$ cat src/rtl/fp_result_fifo_if.sv
// Handshake bundle between a float adder/subtractor result stream and its consumer.
// The slave modport is the FIFO view; the master modport is the producer/consumer view.
interface fp_result_fifo_if #(
    parameter int DEPTH = 4
);
    logic [31:0]              in_data;
    logic                     in_valid;
    logic [31:0]              out_data;
    logic [3:0]               out_flags;
    logic                     out_valid;
    logic                     out_ready;
    logic [$clog2(DEPTH):0]   count;
    logic                     overflow;

    modport slave (
        input  in_data,
        input  in_valid,
        input  out_ready,
        output out_data,
        output out_flags,
        output out_valid,
        output count,
        output overflow
    );

    modport master (
        output in_data,
        output in_valid,
        output out_ready,
        input  out_data,
        input  out_flags,
        input  out_valid,
        input  count,
        input  overflow
    );
endinterface

$ cat src/rtl/fp_result_fifo.sv
// Show-ahead result FIFO that captures one entry per rising edge of in_valid.
// Optional macro FP_RESULT_CLASSIFY_EN adds per-entry {nan, inf, zero, denorm} flags.
module fp_result_fifo #(
    parameter int DEPTH = 4
) (
    input  logic                 clk,
    input  logic                 rst,
    fp_result_fifo_if.slave      bus
);
    localparam int AW = $clog2(DEPTH);
    localparam int CW = $clog2(DEPTH) + 1;
`ifdef FP_RESULT_CLASSIFY_EN
    localparam int ENTRY_W = 36;
`else
    localparam int ENTRY_W = 32;
`endif
    localparam logic [CW-1:0] FULL_COUNT = CW'(DEPTH);

    logic [ENTRY_W-1:0] mem_reg [DEPTH];
    logic [AW-1:0]      wr_ptr_reg;
    logic [AW-1:0]      rd_ptr_reg;
    logic [CW-1:0]      count_reg;
    logic [CW-1:0]      count_next;
    logic               prev_valid_reg;
    logic               overflow_reg;
    logic               overflow_next;

    logic               capture;
    logic               is_full;
    logic               is_empty;
    logic               do_push;
    logic               do_pop;
    logic [ENTRY_W-1:0] wr_entry;
    logic [ENTRY_W-1:0] head_entry;

    assign capture  = bus.in_valid & ~prev_valid_reg;
    assign is_full  = (count_reg == FULL_COUNT);
    assign is_empty = (count_reg == '0);
    assign do_pop   = ~rst & ~is_empty & bus.out_ready;
    // A full FIFO still accepts a push when the head leaves on the same edge.
    assign do_push  = ~rst & capture & (~is_full | do_pop);

`ifdef FP_RESULT_CLASSIFY_EN
    logic [7:0]  exp_field;
    logic [22:0] man_field;
    logic [3:0]  in_flags;

    assign exp_field = bus.in_data[30:23];
    assign man_field = bus.in_data[22:0];
    assign in_flags  = {(exp_field == 8'hFF) && (man_field != '0),
                        (exp_field == 8'hFF) && (man_field == '0),
                        (exp_field == 8'h00) && (man_field == '0),
                        (exp_field == 8'h00) && (man_field != '0)};
    assign wr_entry  = {in_flags, bus.in_data};
`else
    assign wr_entry  = bus.in_data;
`endif

    always_ff @(posedge clk) begin
        if (do_push) begin
            mem_reg[wr_ptr_reg] <= wr_entry;
        end
    end

    always_comb begin
        count_next    = count_reg;
        overflow_next = overflow_reg | (capture & is_full & ~do_pop);
        case ({do_push, do_pop})
            2'b10:   count_next = count_reg + CW'(1);
            2'b01:   count_next = count_reg - CW'(1);
            default: count_next = count_reg;
        endcase
    end

    // Pointers are AW bits wide, so incrementing past DEPTH-1 wraps to 0.
    always_ff @(posedge clk) begin
        if (rst) begin
            wr_ptr_reg     <= '0;
            rd_ptr_reg     <= '0;
            count_reg      <= '0;
            prev_valid_reg <= 1'b0;
            overflow_reg   <= 1'b0;
        end else begin
            prev_valid_reg <= bus.in_valid;
            count_reg      <= count_next;
            overflow_reg   <= overflow_next;
            if (do_push) begin
                wr_ptr_reg <= wr_ptr_reg + AW'(1);
            end
            if (do_pop) begin
                rd_ptr_reg <= rd_ptr_reg + AW'(1);
            end
        end
    end

    // Outputs read the stored head only; empty forces zero so reset shows clean data.
    assign head_entry    = mem_reg[rd_ptr_reg];
    assign bus.out_data  = is_empty ? 32'h0 : head_entry[31:0];
`ifdef FP_RESULT_CLASSIFY_EN
    assign bus.out_flags = is_empty ? 4'b0000 : head_entry[35:32];
`else
    assign bus.out_flags = 4'b0000;
`endif
    assign bus.out_valid = ~is_empty;
    assign bus.count     = count_reg;
    assign bus.overflow  = overflow_reg;
endmodule

$ cat src/flat_wrapper.sv
// flat-port wrapper written by rule: the top's interface ports become plain ports
module fp_result_fifo_flat 
#(
    parameter int DEPTH = 4
)
  (clk, rst, bus_in_data, bus_in_valid, bus_out_ready, bus_out_data, bus_out_flags, bus_out_valid, bus_count, bus_overflow);
  fp_result_fifo_if #(.DEPTH(DEPTH)) bus_i ();
  input  logic clk;
  input  logic rst;
  input wire logic [$bits(bus_i.in_data)-1:0] bus_in_data;
  input wire logic [$bits(bus_i.in_valid)-1:0] bus_in_valid;
  input wire logic [$bits(bus_i.out_ready)-1:0] bus_out_ready;
  output wire logic [$bits(bus_i.out_data)-1:0] bus_out_data;
  output wire logic [$bits(bus_i.out_flags)-1:0] bus_out_flags;
  output wire logic [$bits(bus_i.out_valid)-1:0] bus_out_valid;
  output wire logic [$bits(bus_i.count)-1:0] bus_count;
  output wire logic [$bits(bus_i.overflow)-1:0] bus_overflow;
  assign bus_i.in_data = bus_in_data;
  assign bus_i.in_valid = bus_in_valid;
  assign bus_i.out_ready = bus_out_ready;
  assign bus_out_data = bus_i.out_data;
  assign bus_out_flags = bus_i.out_flags;
  assign bus_out_valid = bus_i.out_valid;
  assign bus_count = bus_i.count;
  assign bus_overflow = bus_i.overflow;
  fp_result_fifo #(.DEPTH(DEPTH)) u_core (.clk(clk), .rst(rst), .bus(bus_i));
endmodule
$ cat config.mk
export PLATFORM = sky130hd
export DESIGN_NAME = fp_result_fifo_flat
export DESIGN_NICKNAME = d
export VERILOG_FILES = /design/src/rtl/fp_result_fifo_if.sv /design/src/rtl/fp_result_fifo.sv /design/src/flat_wrapper.sv
export SDC_FILE = /design/constraint.sdc
export NUM_CORES = 1
export LEC_CHECK = 0
export CAP_MARGIN = 10
export CORE_ASPECT_RATIO = 0.8
export CORE_MARGIN = 1
export CORE_UTILIZATION = 55
export DETAILED_ROUTE_END_ITERATION = 7
export GPL_TIMING_DRIVEN = 1
export PLACE_DENSITY_LB_ADDON = 0.12
export SYNTH_ARGS = -nofsm -noshare
export SYNTH_HDL_FRONTEND = slang
export SYNTH_SLANG_ARGS = --single-unit
$ cat constraint.sdc
create_clock -name clk -period 4.1 [get_ports clk]
set_input_delay 0.82 -clock clk [delete_from_list [all_inputs] [get_ports clk]]
set_output_delay 0.82 -clock clk [all_outputs]
set_load 0.01 [all_outputs]
# After elaboration in Yosys (flattened, before gate mapping)
# Memories as Yosys holds them, arrays and structs flattened. A register that Yosys moved wholly into a read port is not among the register bits.
# Cells that the tools add are included.
[classes]
mul = 0
bitwise_logic = 14
div_mod_pow = 0
n_eq_ne = 3
add_sub_neg = 4
reduce_logical = 2
mux = 6
order_cmp = 0
shifts = 0
[ops]
columns = ["operator", "n"]
rows = [
  ["two-way mux 32 bit", 1],
  ["AND 1 bit", 7],
  ["case mux 3 bit (2 select lines)", 1],
  ["inverter 1 bit", 5],
  ["adder 2 x 1 -> 2 bit (second input constant)", 2],
  ["two-way mux 2 bit", 2],
  ["adder 3 x 1 -> 3 bit (second input constant)", 1],
  ["equality test 3 bit (second input constant)", 1],
  ["zero test 3 bit", 1],
  ["subtractor 3 x 1 -> 3 bit (second input constant)", 1],
  ["equality test 2 x 1 -> 1 bit (second input constant)", 1],
  ["equality test 2 bit (second input constant)", 1],
  ["two-way mux 1 bit", 2],
  ["bitwise OR 1 bit", 2],
  ["nonzero test 2 bit", 1],
]
[totals]
reg_bits = 9
in_bits = 36
ram_bits = 128
out_inout_bits = 41
romBits = 0
word_cells = 35
latch_bits = 0
n_memories = 1
[memory_table]
columns = ["memory", "words", "word_bits", "read_ports", "rd_ports_with_merged_regs", "write_ports", "line", "text"]
rows = [
  ["u_core.mem_reg", 4, 32, 1, 1, 1, "fp_result_fifo.sv:19", "logic [ENTRY_W-1:0] mem_reg [DEPTH];"],
]

# Logic depth before layout (Yosys ltp)
[logic_depth]
ltp_word = 8
mapped_depth = 9
depth_no_buf = 9

# Worst setup path after synthesis
# OpenSTA, ideal clock, no wires.
[synth_timing]
kind = "input to register"
start = "in bus_out_ready"
end = "reg u_core.count_reg[2], in the netlist u_core.bus.count[2]"
arrival_time_ps = 2365
t_required_ps = 4029
setup_ps = 71
path_stages = 9
path_slack_ps = 1665
path_buffers = 0
cell_sequence = "nor4b_4 -> nor3_1 -> inv_1 -> ha_1 -> inv_1 -> fa_1 -> xor2_1 -> or3_1 -> a21oi_1"
[synth_via]
elab_chain_len = 5
word_cells_on_any_way = 7
cone_classes = "2 x eq/ne; 1 x mux; 3 x bitwise; 1 x reduce/logical"
[synth_rtl]
columns = ["element", "line", "text"]
rows = [
  ["from (decl)", "flat_wrapper.sv:12", "input wire logic [$bits(bus_i.out_ready)-1:0] bus_out_ready;"],
  ["AND 1 bit (*)", "fp_result_fifo.sv:39", "assign do_pop = ~rst & ~is_empty & bus.out_ready;"],
  ["bitwise OR 1 bit", "fp_result_fifo.sv:41", "assign do_push = ~rst & capture & (~is_full | do_pop);"],
  ["AND 1 bit", "fp_result_fifo.sv:41", ""],
  ["equality test 2 x 1 -> 1 bit / equality test 2 bit (equally long branches)", "fp_result_fifo.sv:68", "case ({do_push, do_pop})"],
  ["case mux 3 bit (2 select lines) / nonzero test 2 bit (equally long branches)", "-", ""],
  ["to (signal assigned)", "fp_result_fifo.sv:85", "count_reg <= count_next;"],
  ["to (decl)", "fp_result_fifo.sv:22", "logic [CW-1:0] count_reg;"],
]
# Every way passes the cells marked *; elsewhere a longest branch is shown, timed or not.
# A chain may end at the register's enable or synchronous reset.

==> run metrics <==
status=finished, final reports clean; TritonRoute pass-1 iters=6; Final setup viols=0; pins over their slew limit=0; final std cells w/o fill=505; Routed WL=9330 µm; number of synthesized register bits=139; Max Cap Violations=0; relative max-transition margin=0.417; Post-synth EDFFs=around 130; Cell variety after synth=30; Setup TNS Final=0 ns; worst hold path type=flop to flop; ys async rst share=0; final net count=398; WP data required=~3.3 ns; highest routed metal layer=met4; Num CTS Buffers=17; max reg flops=about 130; reg-to-reg slack, setup=1.80 ns; postcts setup bufs=0; filler instances=630; number of gates resized after CTS=0; P_sw=754 µW; sequential share of power=0.468; hold path start=u_core.bus.overflow; met3 WL=478 µm; Worst Path Buf+Inv=2; element type at the critical path end=primary output; Hold Crit Depth=2; FF-to-FF path depth=9; Yosys top cell area share=0.697; routed wl met2=4680 µm; CTS max path bufs=2; Row Count=32; Via-to-Cell Ratio=5.24; Crit Path Class=flop to primary output; clk sinks=139; worst vdd ir=0.000333 V; Synth Area per Inst=20.5 µm²; die span in y=91.6 µm; Comb power frac=0.108; Final Hold Fails=0; number of global-route vias before repair=approximately 2800; Cells after Synth=269; PwrDens=around 500 nW/µm²; fin crit period=3.43 ns; Area Overhead vs Synth=25.7%; global-route wire length before repair=14800 µm; switch share=0.219; maximum clock rate=291 MHz; Crit Path Max Fanout=14; CTS H-tree depth=4; type of origin of the critical path=flop; top_reg_cell synth=edfxtp_1; Core Region=9690 µm²; WHS Endpoint=u_core.bus.overflow; initial antenna violation count=0; initial core utilization=0.569; # hold bufs at CTS=0; Final Skew=~0.015 ns; remaining global-route overflow=0; CP top delay family=buffers and inverters; largest area contributor in the netlist=edfxtp_1; drt wl/cell=18.5 µm; fraction of layout instances using a drive strength above 1=0.225; Slew @ Worst Pin=approximately 0.9 ns; DR iter-0 viols=89; slowest cell on the critical path=dfxtp_2; Worst-path clk slew=0.06 ns; worst r2r src=u_core.bus.count[0]; Critical Path, Cell by Cell=buf_4, mux4_2, nor2b_1, clkdlybuf4s50_1; # port buffers=between 70 and 80; Cell Int Power=2700 µW; Worst EP arrival=2.61 ns; Post-Syn Area=between 5000 and 6000 µm²; post-route ant nets=0; number of top-level pins=a little under 80; Ant. Diodes=0; Via Count=2648; gr usage total=0.200; Synth area leaders=edfxtp_1, mux4_2, dfxtp_1, nor2b_1, nor2b_4; residual DRC count=0; Yosys warning total=0; worst-skew pair later-pin latency=slightly above 0.4 ns; die area=10400 µm²; routability cong.=0.751; final worst-path cycle share=0.838; power share of the clock group=0.425; root buf cell=clkbuf_16; largest stage delay on the critical path=slightly above 0.6 ns; dpl cells=473; largest net degree at the start of global routing=36; RR Endpoint=u_core.bus.count[2]; DP HPWL=around 5600 µm; RSZ-0062 raised after global routing=false; TritonCTS clock tree=yes; Met1 Routed Length=4060 µm; Die X=114 µm; register area share after synthesis=0.737; Leakage=between 0.002 and 0.0025 µW
## worst max path at each step
stage	cells past startpoint	end
6_report	4	bus_out_data[20]
5_1_grt	4	bus_out_data[20]
4_1_cts	4	bus_out_data[20]
3_5_place_dp	9	u_core.bus.count[2]
3_3_place_gp	4	bus_out_data[15]
2_1_floorplan	9	u_core.bus.count[2]
## cells in the mapped netlist, types with 2 or more instances
library cell	number
buf_4	4
xor2_1	3
o21ai_0	2
buf_2	6
edfxtp_1	128
a21oi_1	3
dfxtp_1	11
nand2b_1	3
ha_1	5
nor2b_1	27
nor2b_4	6
inv_1	8
mux4_2	30
and2_1	4
or3_1	2
mux4_1	2
buf_12	3
nor2_1	10
## worst register-to-register path: stages (launching register included)
cell     delay, ns
dfxtp_1       0.41
nor4b_4       0.35
nor3_1        0.14
inv_1         0.09
ha_1          0.18
inv_1         0.07
fa_1          0.38
xor2_1        0.15
or3_1         0.30
a21oi_1       0.15
## per-stage QoR
step | hold slack (ns) | instance area [µm²] | setup slack (ns) | power, µW | utilization
2_1_floorplan | 0.459 | 5530 | 1.66 | 1860 | -
3_3_place_gp | 0.461 | 6360 | 1.02 | 2010 | 0.656
3_5_place_dp | 0.470 | 6360 | 0.947 | 2020 | 0.656
4_1_cts | 0.490 | 6940 | 0.584 | 3480 | 0.716
5_1_grt | 0.528 | 6940 | 0.502 | 3570 | 0.716
6_report | 0.485 | 6940 | 0.665 | 3450 | 0.716
## logic make-up after synthesis
family          share of synthesized area
compound gates                    0.00703
xor+xnor                          0.00476
fa+ha+maj                          0.0150
buf+inv                            0.0299
flops                               0.737
mux                                 0.136
other cells                      0.000680
simple gates                       0.0703
## layout make-up
class                      count  area [µm²]  share of cell area
clock buffer                  19         433              0.0624
clock inverter                13         146              0.0211
inverter                       8        30.0             0.00433
multi-input combinational    110        1310               0.189
sequential                   139        4070               0.586
tap                          136         170              0.0245
timing repair buffer          80         781               0.113
## placed cells by master, fill, tap and decap left out
cell             count
dfxtp_1              9
o21ai_0              2
nor2_1              10
clkbuf_16           17
ha_1                 5
clkinv_4             4
clkinv_2             2
nor3_1               1
mux4_1               2
inv_1                8
xor2_1               3
a31oi_1              1
nor2b_1             27
and2_2               4
conb_1               4
clkbuf_1             2
edfxtp_1           128
mux2i_1              1
mux2_2               1
nand2_1              1
nor2b_4              6
clkdlybuf4s50_1     72
nor3_4               1
o31ai_1              1
mux4_2              30
buf_4                8
bufinv_16            2
dfxtp_2              2
nor4b_4              1
or3_1                2
clkinvlp_4           4
inv_8                1
a21oi_1              3
nand2b_1             3
fa_1                 1
## power by group through the flow
stage               clock (µW)  combinational (µW)  sequential (µW)
global route              1550                 400             1620
floorplan                    0                 228             1630
global placement             0                 369             1640
CTS                       1490                 377             1610
detailed placement           0                 373             1640
finish                    1460                 371             1610
## metal layers
metal	track usage	up-vias
met1	0.269	1321
met5	0	-
met3	0.0507	12
met2	0.309	94
li1	-	1221
met4	0.0920	0
Note: power is estimated with default switching activity, not from simulation.
